`src/rtl/mult_div_unit_if.sv`:
```
// Issue/result bundle between the EX stage and the multiply/divide unit.
interface mult_div_unit_if #(
    parameter int unsigned DATA_WIDTH = 32
);
    logic                  issue_valid;
    logic [5:0]            opcode;
    logic [5:0]            funct;
    logic [DATA_WIDTH-1:0] rs_val;
    logic [DATA_WIDTH-1:0] rt_val;
    logic                  stall;
    logic                  busy;
    logic                  done;
    logic [DATA_WIDTH-1:0] mf_result;
    logic                  mf_valid;

    modport master (
        output issue_valid, opcode, funct, rs_val, rt_val,
        input  stall, busy, done, mf_result, mf_valid
    );

    modport slave (
        input  issue_valid, opcode, funct, rs_val, rt_val,
        output stall, busy, done, mf_result, mf_valid
    );
endinterface

```
`src/rtl/mult_div_unit.sv`:
```
// Iterative MIPS multiply/divide unit with HI/LO: one-bit-per-cycle shift-add multiplier and
// restoring divider, with pipeline stall generation while an operation is in flight.
module mult_div_unit #(
    parameter int unsigned DATA_WIDTH = 32
) (
    input logic             clk,
    input logic             rst,
    mult_div_unit_if.slave  bus
);
    localparam int unsigned W  = DATA_WIDTH;
    localparam int unsigned CW = $clog2(W);

    typedef enum logic [1:0] {StIdle, StMul, StDiv, StFix} state_e;

    state_e           state_q, state_d;
    logic [W-1:0]     hi_q, lo_q, a_q;
    logic [2*W-1:0]   p_q, p_step;
    logic [CW-1:0]    cnt_q;
    logic             negq_q, negr_q, is_div_q, dz_q, busy_q, done_q;

    logic             is_r, op_mul, op_div, op_mfhi, op_mthi, op_mflo, op_mtlo, hit, accept;
    logic             rs_neg, rt_neg;
    logic [W-1:0]     rs_abs, rt_abs, res_hi, res_lo, quot, rem;
    logic [W:0]       sum, trial, diff;
    logic [2*W-1:0]   prod;

    always_comb begin
        is_r    = bus.issue_valid && (bus.opcode == 6'h00);
        op_mul  = is_r && (bus.funct == 6'h18 || bus.funct == 6'h19);
        op_div  = is_r && (bus.funct == 6'h1A || bus.funct == 6'h1B);
        op_mfhi = is_r && (bus.funct == 6'h10);
        op_mthi = is_r && (bus.funct == 6'h11);
        op_mflo = is_r && (bus.funct == 6'h12);
        op_mtlo = is_r && (bus.funct == 6'h13);
        hit     = op_mul || op_div || op_mfhi || op_mthi || op_mflo || op_mtlo;
        accept  = hit && !busy_q;
        // funct[0] clear selects the signed variant of MULT/DIV
        rs_neg  = !bus.funct[0] && bus.rs_val[W-1];
        rt_neg  = !bus.funct[0] && bus.rt_val[W-1];
        rs_abs  = rs_neg ? -bus.rs_val : bus.rs_val;
        rt_abs  = rt_neg ? -bus.rt_val : bus.rt_val;
    end

    // Shared datapath: p_q is {partial product} for MUL or {remainder, quotient} for DIV.
    always_comb begin
        sum   = {1'b0, p_q[2*W-1:W]} + (p_q[0] ? {1'b0, a_q} : '0);
        trial = p_q[2*W-1:W-1];
        diff  = trial - {1'b0, a_q};
        if (state_q == StMul) begin
            p_step = {sum, p_q[W-1:1]};
        end else if (diff[W]) begin
            p_step = {trial[W-1:0], p_q[W-2:0], 1'b0};
        end else begin
            p_step = {diff[W-1:0], p_q[W-2:0], 1'b1};
        end
        prod = negq_q ? -p_q : p_q;
        quot = p_q[W-1:0];
        rem  = p_q[2*W-1:W];
        if (is_div_q) begin
            res_lo = dz_q ? '1 : (negq_q ? -quot : quot);
            res_hi = negr_q ? -rem : rem;
        end else begin
            res_lo = prod[W-1:0];
            res_hi = prod[2*W-1:W];
        end
    end

    always_ff @(posedge clk or posedge rst) begin
        if (rst) begin
            state_q <= StIdle;
            busy_q  <= 1'b0;
            done_q  <= 1'b0;
        end else begin
            state_q <= state_d;
            busy_q  <= (state_d != StIdle);
            done_q  <= (state_d == StFix);
        end
    end

    always_comb begin
        state_d = state_q;
        case (state_q)
            StIdle: begin
                if (accept && op_mul) state_d = StMul;
                else if (accept && op_div) state_d = StDiv;
            end
            StMul, StDiv: if (cnt_q == CW'(W - 1)) state_d = StFix;
            StFix: state_d = StIdle;
            default: state_d = StIdle;
        endcase
    end

    always_comb begin
        bus.stall     = hit && busy_q;
        bus.mf_valid  = (op_mfhi || op_mflo) && !busy_q;
        bus.mf_result = op_mfhi ? hi_q : (op_mflo ? lo_q : '0);
        bus.busy      = busy_q;
        bus.done      = done_q;
    end

    always_ff @(posedge clk or posedge rst) begin
        if (rst) begin
            hi_q     <= '0;
            lo_q     <= '0;
            a_q      <= '0;
            p_q      <= '0;
            cnt_q    <= '0;
            negq_q   <= 1'b0;
            negr_q   <= 1'b0;
            is_div_q <= 1'b0;
            dz_q     <= 1'b0;
        end else begin
            case (state_q)
                StIdle: begin
                    if (accept && (op_mul || op_div)) begin
                        a_q      <= op_mul ? rs_abs : rt_abs;
                        p_q      <= {{W{1'b0}}, (op_mul ? rt_abs : rs_abs)};
                        cnt_q    <= '0;
                        negq_q   <= rs_neg ^ rt_neg;
                        negr_q   <= rs_neg;
                        is_div_q <= op_div;
                        dz_q     <= op_div && (bus.rt_val == '0);
                    end
                    if (accept && op_mthi) hi_q <= bus.rs_val;
                    if (accept && op_mtlo) lo_q <= bus.rs_val;
                end
                StMul, StDiv: begin
                    p_q   <= p_step;
                    cnt_q <= cnt_q + CW'(1);
                end
                StFix: begin
                    hi_q <= res_hi;
                    lo_q <= res_lo;
                end
                default: ;
            endcase
        end
    end
endmodule

```
`src/flat_wrapper.sv`:
```
// flat-port wrapper written by rule: the top's interface ports become plain ports
module mult_div_unit_flat 
#(
    parameter int unsigned DATA_WIDTH = 32
)
  (clk, rst, bus_issue_valid, bus_opcode, bus_funct, bus_rs_val, bus_rt_val, bus_stall, bus_busy, bus_done, bus_mf_result, bus_mf_valid);
  mult_div_unit_if #(.DATA_WIDTH(DATA_WIDTH)) bus_i ();
  input logic clk;
  input logic rst;
  input wire logic [$bits(bus_i.issue_valid)-1:0] bus_issue_valid;
  input wire logic [$bits(bus_i.opcode)-1:0] bus_opcode;
  input wire logic [$bits(bus_i.funct)-1:0] bus_funct;
  input wire logic [$bits(bus_i.rs_val)-1:0] bus_rs_val;
  input wire logic [$bits(bus_i.rt_val)-1:0] bus_rt_val;
  output wire logic [$bits(bus_i.stall)-1:0] bus_stall;
  output wire logic [$bits(bus_i.busy)-1:0] bus_busy;
  output wire logic [$bits(bus_i.done)-1:0] bus_done;
  output wire logic [$bits(bus_i.mf_result)-1:0] bus_mf_result;
  output wire logic [$bits(bus_i.mf_valid)-1:0] bus_mf_valid;
  assign bus_i.issue_valid = bus_issue_valid;
  assign bus_i.opcode = bus_opcode;
  assign bus_i.funct = bus_funct;
  assign bus_i.rs_val = bus_rs_val;
  assign bus_i.rt_val = bus_rt_val;
  assign bus_stall = bus_i.stall;
  assign bus_busy = bus_i.busy;
  assign bus_done = bus_i.done;
  assign bus_mf_result = bus_i.mf_result;
  assign bus_mf_valid = bus_i.mf_valid;
  mult_div_unit #(.DATA_WIDTH(DATA_WIDTH)) u_core (.clk(clk), .rst(rst), .bus(bus_i));
endmodule
```
`config.mk`:
```
export PLATFORM = sky130hd
export DESIGN_NAME = mult_div_unit_flat
export DESIGN_NICKNAME = d
export VERILOG_FILES = /design/src/rtl/mult_div_unit_if.sv /design/src/rtl/mult_div_unit.sv /design/src/flat_wrapper.sv
export SDC_FILE = /design/constraint.sdc
export NUM_CORES = 1
export LEC_CHECK = 0
export CORE_MARGIN = 2
export CORE_UTILIZATION = 61
export DETAILED_ROUTE_END_ITERATION = 8
export PLACE_DENSITY = 0.91
export SLEW_MARGIN = 10
export SYNTH_ARGS = -nofsm -noshare
export SYNTH_HDL_FRONTEND = slang
export SYNTH_SLANG_ARGS = --single-unit
```
`constraint.sdc`:
```
create_clock -name clk -period 7.44 [get_ports clk]
set_input_delay 1.86 -clock clk [delete_from_list [all_inputs] [get_ports clk]]
set_output_delay 1.86 -clock clk [all_outputs]
set_load 0.02 [all_outputs]
```
==> reports/qor.yml <==
leakagePower_uw: 0.00692
die_w_microns: 162
ctsHoldBuffers: 0
critPathMaxFanout: 33
cts-root-buf: "clkbuf_16"
multiInputGateArea_sq_um: 10300
drt-wirelength-per-cell_microns: 22.0
max_slew_margin_pct: 15.0
ys_warn_count: 0
routed-via-count: 15752
antenna_found_initial: 0
required_ps: 5580
drt-total-wl_microns: 51500
fmax_ghz: 0.150
ys_ff_latch: 173
core.rowCount: 57
ios: 115
status: "finished, final reports clean"
place_ws_ps: 754
synthCells: 1971
rsz0062_at_grt: "no"
crit_chain: "clkdlybuf4s50_1 > or4b_2 > nor4_1 > buf_4 > nor2b_1 > nand2b_1 > buf_4 > nor2_1 > clkdlybuf4s50_1"
fin_ws_ps: 761
clock_sinks: 173
synthesis.nets: 2125
grt-ovfl-total: 0
grt_max_degree: 74
syn-cell-area_sq_um: 15300
start_kind: "input port"
post_dp_cell_area_sq_um: 16600
yosysSeqAreaShare_pct: 28.3
slew_violations: 0
fin_area_sq_um: 17100
core_sq_um: 24500
antenna_cells: 0
remaining_drc_errors: 0
arrival_ps: 4820
period_minus_slack_ps: 6680
setup_violations: 0
start_util_pct: 62.5
fin_tns_setup_ps: 0
reg2reg_slack_ps: 2560
areaGrowthSynthToFinish_pct: 12.2
place_hpwl_microns: 38700
nets: 2159
synthFlopType: "dfrtp_1"
grt_pass1_vias: 14444
cts_tree: "built"
ir_worst_vdd_uv: 156
path_clk_slew_ps: 70
p_total_uw: 2600
seqCellArea_sq_um: 4330
fin_skew_ps: 18.2
ctsResizeCount: 0
clk_latency_ps: 450
slowest_stage: "clkdlybuf4s50_1"
drive_gt1_share_pct: 4.81
crit_path_end_kind: "output pin"
cts_max_level: 4
grt_pass1_wl_microns: 79600
viasPerCell: 6.73
post-cts-setup-buffers: 0
criticalPathCategory: "input port to output pin"
power_density_nw_per_um2: 152
die-area_sq_um: 26300
syn_avg_cell_area_sq_um: 7.75
io_buffer_count: 114
cts_buffers: 17
worstHoldPathType: "register to register"
drt-initial-drc-count: 2194
clk_path_buf_depth: 2
synth_edf_count: 0
gp_congestion: 1.01
synthArstFlopShare_pct: 100
die_h_microns: 162
grt.total_usage_pct: 38.8
worstMarginPinSlew_ps: 1240
ant_nets: 0
ys_types: 75
cap_violations: 0
fin_crit_sh_pct: 89.8
fillers: 1936
first_pass_iters: 7
slowest_delay_ps: 680
hold_violations: 0
-- metal layers --
| layer | wire length (microns) | vias to the layer above | GRT usage [%] |
|---|---|---|---|
| met2 | 21600 | 1114 | 57.1 |
| met3 | 6750 | 154 | 8.99 |
| met5 | 0 | - | 0 |
| li1 | - | 7124 | - |
| met4 | 2570 | 0 | 18.1 |
| met1 | 20500 | 7360 | 54.2 |
-- through the flow --
| stage | hold slack, ps | util, % | cells |
|---|---|---|---|
| floorplan | 445 | - | 1971 |
| global placement | 460 | 67.7 | 2310 |
| detailed placement | 464 | 67.7 | 2310 |
| CTS | 480 | 70.0 | 2341 |
| global route | 503 | 70.0 | 2341 |
| finish | 483 | 70.0 | 2341 |
-- final cells by class --
class	instances	area share (%)
clock inverter	14	0.876
tap	324	2.37
inverter	75	1.67
timing repair buffer	134	7.51
sequential	173	25.3
clock buffer	17	2.48
multi-input combinational	1604	59.8
-- critical path, delay by kind of cell --
family	cells	cell delay [ps]
simple gates	5	1440
buf+inv	4	1500
-- path summary, 6_finish.rpt --
kind,startpoint,endpoint,depth (start not counted)
max in group asynchronous,rst,u_core.p_q[25],3
hold / removal,u_core.cnt_q[4],u_core.cnt_q[4],2
setup / recovery,bus_opcode[2],bus_mf_result[31],9
min in group asynchronous,rst,u_core.p_q[57],2
setup reg to reg,u_core.p_q[31],u_core.p_q[52],14
hold reg to reg,u_core.cnt_q[4],u_core.cnt_q[4],2
-- registers in the layout (all words and copies together) (netlist names) --
register,cells
u_core.lo_q,32
u_core.bus.done,1
u_core.negq_q,1
u_core.hi_q,32
u_core.dz_q,1
u_core.p_q,64
u_core.bus.busy,1
u_core.is_div_q,1
u_core.cnt_q,5
u_core.state_q,2
u_core.a_q,32
u_core.negr_q,1
-- where the power goes --
group	internal, uW	leakage, uW	switching (uW)	total [uW]
Sequential	975	0.00213	73.0	1050
Combinational	266	0.00451	388	654
Clock	445	0.000275	454	899
Total	1690	0.00692	914	2600
-- logic make-up after synthesis --
group / Yosys count / share of synthesized area (%)
flops: 173 / 28.3
compound gates: 625 / 24.8
simple gates: 617 / 18.2
xor+xnor: 180 / 10.3
mux: 107 / 7.14
fa+ha+maj: 75 / 6.24
buf+inv: 194 / 4.93
-- cells in the mapped netlist, types with 36 or more instances --
cell type | number | area, sq um
nand2_1 | 216 | 811
nor2_1 | 215 | 807
o21ai_0 | 203 | 1020
dfrtp_1 | 173 | 4330
a21oi_1 | 170 | 851
xnor2_1 | 109 | 955
clkbuf_1 | 102 | 383
mux2i_1 | 91 | 911
inv_1 | 75 | 282
ha_1 | 73 | 913
xor2_1 | 71 | 622
nor3_1 | 36 | 180
-- placed cells by master (no fill, tap or decap), types with 36 or more instances in the layout --
| cell | count |
|---|---|
| dfrtp_1 | 173 |
| inv_1 | 74 |
| xor2_1 | 71 |
| a21oi_1 | 168 |
| xnor2_1 | 109 |
| nor3_1 | 36 |
| clkdlybuf4s50_1 | 113 |
| nor2_1 | 214 |
| nand2_1 | 216 |
| mux2i_1 | 91 |
| o21ai_0 | 203 |
| ha_1 | 71 |
Note: power is estimated with default switching activity, not from simulation.
